## src/rtl/arith_pkg.sv

```systemverilog
// Shared arithmetic-datapath definitions: divider FSM encoding and sizing helper.
package arith_pkg;

  localparam logic [1:0] IDLE = 2'd0;
  localparam logic [1:0] CALC = 2'd1;
  localparam logic [1:0] DONE = 2'd2;

  function automatic int cnt_w(input int b);
    return $clog2(b);
  endfunction

endpackage

```

## src/rtl/div_step.sv

```systemverilog
// One combinational restoring-division step: shift in a dividend bit, trial-subtract the divisor.
module div_step #(
  parameter int W = 4
) (
  input  logic [W-1:0] i_r,
  input  logic         i_msb,
  input  logic [W-1:0] i_divisor,
  output logic [W-1:0] o_r,
  output logic         o_q
);

  // The shifted remainder needs W+1 bits; the restored result is always < divisor, so W suffice.
  logic [W:0] w_sh;
  logic [W:0] w_diff;

  assign w_sh   = {i_r, i_msb};
  assign w_diff = w_sh - {1'b0, i_divisor};
  assign o_q    = (w_sh >= {1'b0, i_divisor});
  assign o_r    = o_q ? w_diff[W-1:0] : w_sh[W-1:0];

endmodule

```

## src/rtl/div_4bits.sv

```systemverilog
// Sequential unsigned restoring divider: one quotient bit per clock, done pulse, divide-by-zero flag.
module div_4bits
  import arith_pkg::*;
#(
  parameter int bits = 4
) (
  input  logic            clk,
  input  logic            rst_n,
  input  logic            start,
  input  logic [bits-1:0] Dividend,
  input  logic [bits-1:0] Divisor,
  output logic            busy,
  output logic            done,
  output logic [bits-1:0] Quotient,
  output logic [bits-1:0] Remainder,
  output logic            div_by_zero
);

  localparam int CW = cnt_w(bits);

  logic [1:0]      r_state;
  logic [bits-1:0] r_dvd;
  logic [bits-1:0] r_dvs;
  logic [bits-1:0] r_quo;
  logic [bits-1:0] r_rem;
  logic [CW-1:0]   r_cnt;
  logic [bits-1:0] w_rem_nxt;
  logic            w_qbit;

  div_step #(.W(bits)) u_step (
    .i_r       (r_rem),
    .i_msb     (r_dvd[bits-1]),
    .i_divisor (r_dvs),
    .o_r       (w_rem_nxt),
    .o_q       (w_qbit)
  );

  assign busy = (r_state == CALC);
  assign done = (r_state == DONE);

  always_ff @(posedge clk or negedge rst_n) begin
    if (!rst_n) begin
      r_state     <= IDLE;
      r_dvd       <= '0;
      r_dvs       <= '0;
      r_quo       <= '0;
      r_rem       <= '0;
      r_cnt       <= '0;
      Quotient    <= '0;
      Remainder   <= '0;
      div_by_zero <= 1'b0;
    end else begin
      case (r_state)
        CALC: begin
          r_rem <= w_rem_nxt;
          r_dvd <= {r_dvd[bits-2:0], 1'b0};
          r_quo <= {r_quo[bits-2:0], w_qbit};
          if (r_cnt == '0) begin
            r_state   <= DONE;
            Quotient  <= {r_quo[bits-2:0], w_qbit};
            Remainder <= w_rem_nxt;
          end else begin
            r_cnt <= r_cnt - 1'b1;
          end
        end
        default: begin
          if (start) begin
            if (Divisor == '0) begin
              // Divide-by-zero skips iteration and reports all-ones / the dividend.
              r_state     <= DONE;
              Quotient    <= '1;
              Remainder   <= Dividend;
              div_by_zero <= 1'b1;
            end else begin
              r_state     <= CALC;
              r_dvd       <= Dividend;
              r_dvs       <= Divisor;
              r_quo       <= '0;
              r_rem       <= '0;
              r_cnt       <= CW'(bits - 1);
              div_by_zero <= 1'b0;
            end
          end else begin
            r_state <= IDLE;
          end
        end
      endcase
    end
  end

endmodule

```

## config.mk

```make
export PLATFORM = sky130hd
export DESIGN_NAME = div_4bits
export DESIGN_NICKNAME = d
export VERILOG_FILES = /design/src/rtl/arith_pkg.sv /design/src/rtl/div_step.sv /design/src/rtl/div_4bits.sv
export SDC_FILE = /design/constraint.sdc
export NUM_CORES = 1
export LEC_CHECK = 0
export ABC_AREA = 0
export BUFFER_PORTS_ARGS = -buffer_cell sky130_fd_sc_hd__buf_4
export CAP_MARGIN = 0
export CORE_ASPECT_RATIO = 1.2
export CORE_UTILIZATION = 45
export DETAILED_ROUTE_END_ITERATION = 6
export GPL_TIMING_DRIVEN = 0
export PLACE_DENSITY = 0.66
export SLEW_MARGIN = 20
export SYNTH_ARGS = -nofsm -noshare
export SYNTH_HDL_FRONTEND = slang
export SYNTH_SLANG_ARGS = --single-unit
```

## constraint.sdc

```tcl
create_clock -name clk -period 3.7 [get_ports clk]
set_clock_uncertainty 0.05 [all_clocks]
set_input_delay 0.74 -clock clk [delete_from_list [all_inputs] [get_ports clk]]
set_output_delay 0.74 -clock clk [all_outputs]
set_load 0.02 [all_outputs]
```

* Yosys cells after proc, flatten, opt, wreduce, memory -nomap -nowiden *
Cells that the tools add are included.

storage, ports and cells
  register bits = 28
  input port bits = 11

cells by class
  add/sub/neg operators = 2
  order comparisons = 1
  equal/unequal tests = 5
  multiplexer cells = 25
  bitwise logic cells = 2
  reduce and logical (&&, ||, !) cells = 9

operator list
  cell                                                   count
  2-to-1 mux 4 bit                                       15
  2-to-1 mux 2 bit                                       8
  AND reduction 3 bit                                    3
  >= comparator 5 x 4 -> 1 bit                           1
  logical NOT 4 bit                                      1
  inequality test 2 bit, second input constant           2
  AND reduction 2 bit                                    2
  nonzero test 2 bit                                     2
  subtractor 4 bit                                       1
  2-to-1 mux 3 bit                                       1
  == test 2 x 1 -> 1 bit, second input constant          1
  == test 2 bit, second input constant                   1
  logical NOT 2 bit                                      1
  inequality test 2 x 1 -> 1 bit, second input constant  1
  inverter 1 bit                                         2
  subtractor 2 x 1 -> 2 bit, second input constant       1
  2-to-1 mux 1 bit                                       1

* Logic depth before layout (Yosys ltp) *
  word-level depth = 4
  mapped depth = 8
  depth with buffers taken out = 7

* Cells and area by module *
A second synthesis with hierarchy kept.

second synthesis, totals
  cell total of the unflattened synthesis = 140
  area, all modules = 1,453.9 µm²

modules (own cells, without submodules)
  module     instances  cells each  area each (µm²)  seq. area each (µm²)
  div_4bits  1          112         1,229.9          700.7
  div_step   1          28          224.0            0.0

* Worst setup path before layout *
OpenSTA, ideal clock, no wires.

  path type = input -> register
  start = in Divisor[1]
  end = reg r_cnt[0]
  library setup time = 0.123 ns
  arrival time = 1.780 ns
  required time = 3.527 ns
  setup slack = 1.747 ns
  stages = 5
  buffers on the path = 0
  cell sequence = o41ai_4 > and2_1 > a21oi_2 > nor2_1 > a21oi_1

on the way
  word-level cells in the longest chain between the ends = 3

ends and longest elaborated chain
  element                                 RTL line         text
  start: declaration                      div_4bits.sv:11  input logic [bits-1:0] Divisor,
  logical NOT 4 bit                       div_4bits.sv:68  if (Divisor == '0) begin
  inequality test 2 bit (no source line)  -
  AND reduction 3 bit (no source line)    -
  end signal: assignment                  div_4bits.sv:63  r_cnt <= r_cnt - 1'b1;
  end signal: assignment                  div_4bits.sv:80  r_cnt <= CW'(bits - 1);
  end: declaration                        div_4bits.sv:26  logic [CW-1:0] r_cnt;

Every way passes these cells.
A chain may end at the register's enable or synchronous reset.

* Final worst setup path *
  start = reg r_state[1]
  end = out busy

on the way
  word-level cells in the longest chain between the ends = 1

ends and longest elaborated chain
  element                   RTL line         text
  start: declaration        div_4bits.sv:21  logic [1:0] r_state;
  start signal: assignment  div_4bits.sv:43  r_state <= IDLE;
  start signal: assignment  div_4bits.sv:59  r_state <= DONE;
  start signal: assignment  div_4bits.sv:70  r_state <= DONE;
  == test 2 x 1 -> 1 bit    div_4bits.sv:38  assign busy = (r_state == CALC);
  end: declaration          div_4bits.sv:12  output logic busy,

Every way passes these cells.

==> reports/results.txt <==
Async set or reset register ratio after synthesis = 100%
Tot Pwr = 1.52 mW
CP Launch Type = register
Fillers = 255
Clk slew on worst S/H paths = 0.14 ns
Routed vias = 1074
Layout cells sized above 1 = 20.7%
Synth Register Bits = 28
Iter 0 DRT Violations = 31
Post-route DRC = 0
RePlAce Congestion = 0.740
Post-Syn Instances = 140
Clock period minus worst slack = 2.51 ns
Avg Inst Size Synth = 9.84 um^2
Leak = 0.771 nW
# port buffers = 21
Die area = 3290 um^2
Inserted Clock Buffers = 3
Synth top area cells = dfrtp_1 51%, nand2_1 7.4%, ha_1 4.5%, nor2_1 3.5%, mux2i_1 2.9%
Outcome = completed
Number of flops mapped to enable cells by yosys = 0
IO Pins = 22
Hold WC Path Type = input port to async pin
Worst skew pair latency = 0.31 ns
Hold buffer count at CTS = 0
CP top delay family = buffers and inverters
Crit path required time = 2.91 ns
Die W = 52.5 um
Drt total wl = 2.84 mm
Final nets = 183
Top-area cell type share of the netlist area = 50.9%
H-tree Lvls = 1
GRT Total Usage = 19.6%
Seq/Total Area, Yosys = 50.9%
Ant diodes = 0
Max-cap violations = 0
CTS root buffer = clkbuf_4
Row Count = 21
Largest net degree at the start of global routing = 29
Area of the core = 2840 um^2
Post-DP HPWL = 2.15 mm
Slowest CP cell = dfrtp_1
Initial antenna violation count = 0
Final hold slack = 0.266 ns
Area Overhead vs Synth = 16.2%
WL/cell = 14.3 um
Vias per inst = 5.42
Drt first pass iters = 4
CP max stage delay = 0.40 ns
TritonCTS Sinks = 28
Pwr/cell area = 948 nW/um^2
Worst-Margin Slew = 0.694 ns
Peak supply drop = 0.463 mV
Slew Limit Fails = 0
Crit path cell chain = nand2b_1 -> buf_2 -> inv_2 -> buf_1 -> buf_4
Number of distinct library cells after synthesis = 34
Syn_nets = 157
CTS tree = done
Setup bufs post-CTS = 0
F_max = 0.399 GHz
Max clock buf depth = 2
RSZ-0062 raised after global routing = false
Post_cts resized = 0
Final hold violations = 0
Setup crit end kind = output port
Crit path DAT = 1.72 ns
Synth area leader = dfrtp_1
Vias in the first global route = 1081
Initial core utilization = 48.5%
Commonest cells after routing, fill and taps aside = 28 x dfrtp_1, 27 x nand2_1, 21 x buf_4
Setup total negative slack = 0 ns
Crit Path Max Fanout = 10
Synth Flop Type = dfrtp_1
Fin crit share = 67.8%
Die extent in y = 62.6 um
Synthesis warning total = 0
Final setup fails = 0
Post-route ant nets = 0
Congestion Overflow GR = 0
First-pass GRT wire length = 4.76 mm
Commonest non-fill, non-tap cell in the layout = dfrtp_1
WP buf/inv = 4
Slew HR = 53.6%
Kind of critical path = register to output port
Mapped Area = 1380 um^2
logic make-up after synthesis:
kind of cell             after synthesis  synth area share (%)
AND/OR/NAND/NOR                       61                  19.5
flip-flops                            28                  50.9
AO/OA/AOI/OAI                         25                  14.7
buffers and inverters                 13                  3.72
multiplexers                           6                  4.54
adder cells (fa/ha/maj)                6                  5.99
XOR/XNOR                               1                 0.636
metrics by stage:
step	setup slack [ns]	area, um^2	util, %	std cells
finish	1.19	1600	56.4	198
global route	1.06	1600	56.4	198
CTS	1.16	1600	56.4	198
detailed placement	1.36	1580	55.6	195
global placement	1.37	1580	55.6	195
floorplan	1.75	1380	-	140
cells in the mapped netlist, types with 2 or more instances:
cell type,count
a21o_1,3
a21oi_1,2
a31oi_1,2
a41oi_1,2
and2_1,2
buf_2,2
dfrtp_1,28
ha_1,5
inv_1,8
mux2_2,2
mux2i_1,4
nand2_1,27
nand2b_1,2
nand3_1,8
nor2_1,13
nor3_1,2
nor4_1,2
o21ai_0,8
o22a_1,2
or3_1,2
power breakdown:
part	internal, mW	leakage [nW]	switching [mW]
registers	0.446	0.336	0.0792
logic	0.365	0.421	0.507
clock network	0.0381	0.0138	0.0831
total	0.849	0.771	0.669
path summary, 6_finish.rpt:
| kind | from | end | slack (ns) | cells past startpoint |
|---|---|---|---|---|
| max in group asynchronous | rst_n | Remainder[1] | 3.06 | 1 |
| worst min register to register | r_cnt[0] | r_cnt[0] | 0.44 | 1 |
| worst max-delay path | r_state[1] | busy | 1.19 | 5 |
| min in group clk | r_cnt[0] | r_cnt[0] | 0.44 | 1 |
| worst min-delay path | rst_n | r_dvs[3] | 0.27 | 1 |
| worst max register to register | r_dvd[3] | Remainder[2] | 1.58 | 7 |
routing by layer:
layer / GRT usage, % / up-vias / share of wire [%]
li1: - / 529 / -
met4: 4.93 / 0 / 0.67
met1: 24.8 / 530 / 46
met3: 2.92 / 2 / 2.1
met5: 0 / - / 0
met2: 34.0 / 13 / 51
area by class of cell:
type                    instances  area, um^2  area share (%)
well taps                      34        42.5            2.66
inverters                       9        33.8            2.11
flip-flops and latches         28         701            43.8
repair buffers                 21         158            9.85
plain buffers                   4        17.5            1.09
multi-input cells              99         626            39.1
clock buffers                   3        22.5            1.41
flip-flops by register name, summed over array words and instances (netlist names):
name / flops
r_dvd: 4
r_dvs: 4
r_rem: 4
r_quo: 3
Remainder: 4
r_cnt: 2
div_by_zero: 1
Quotient: 4
r_state: 2
(Power assumes the default switching activity.)
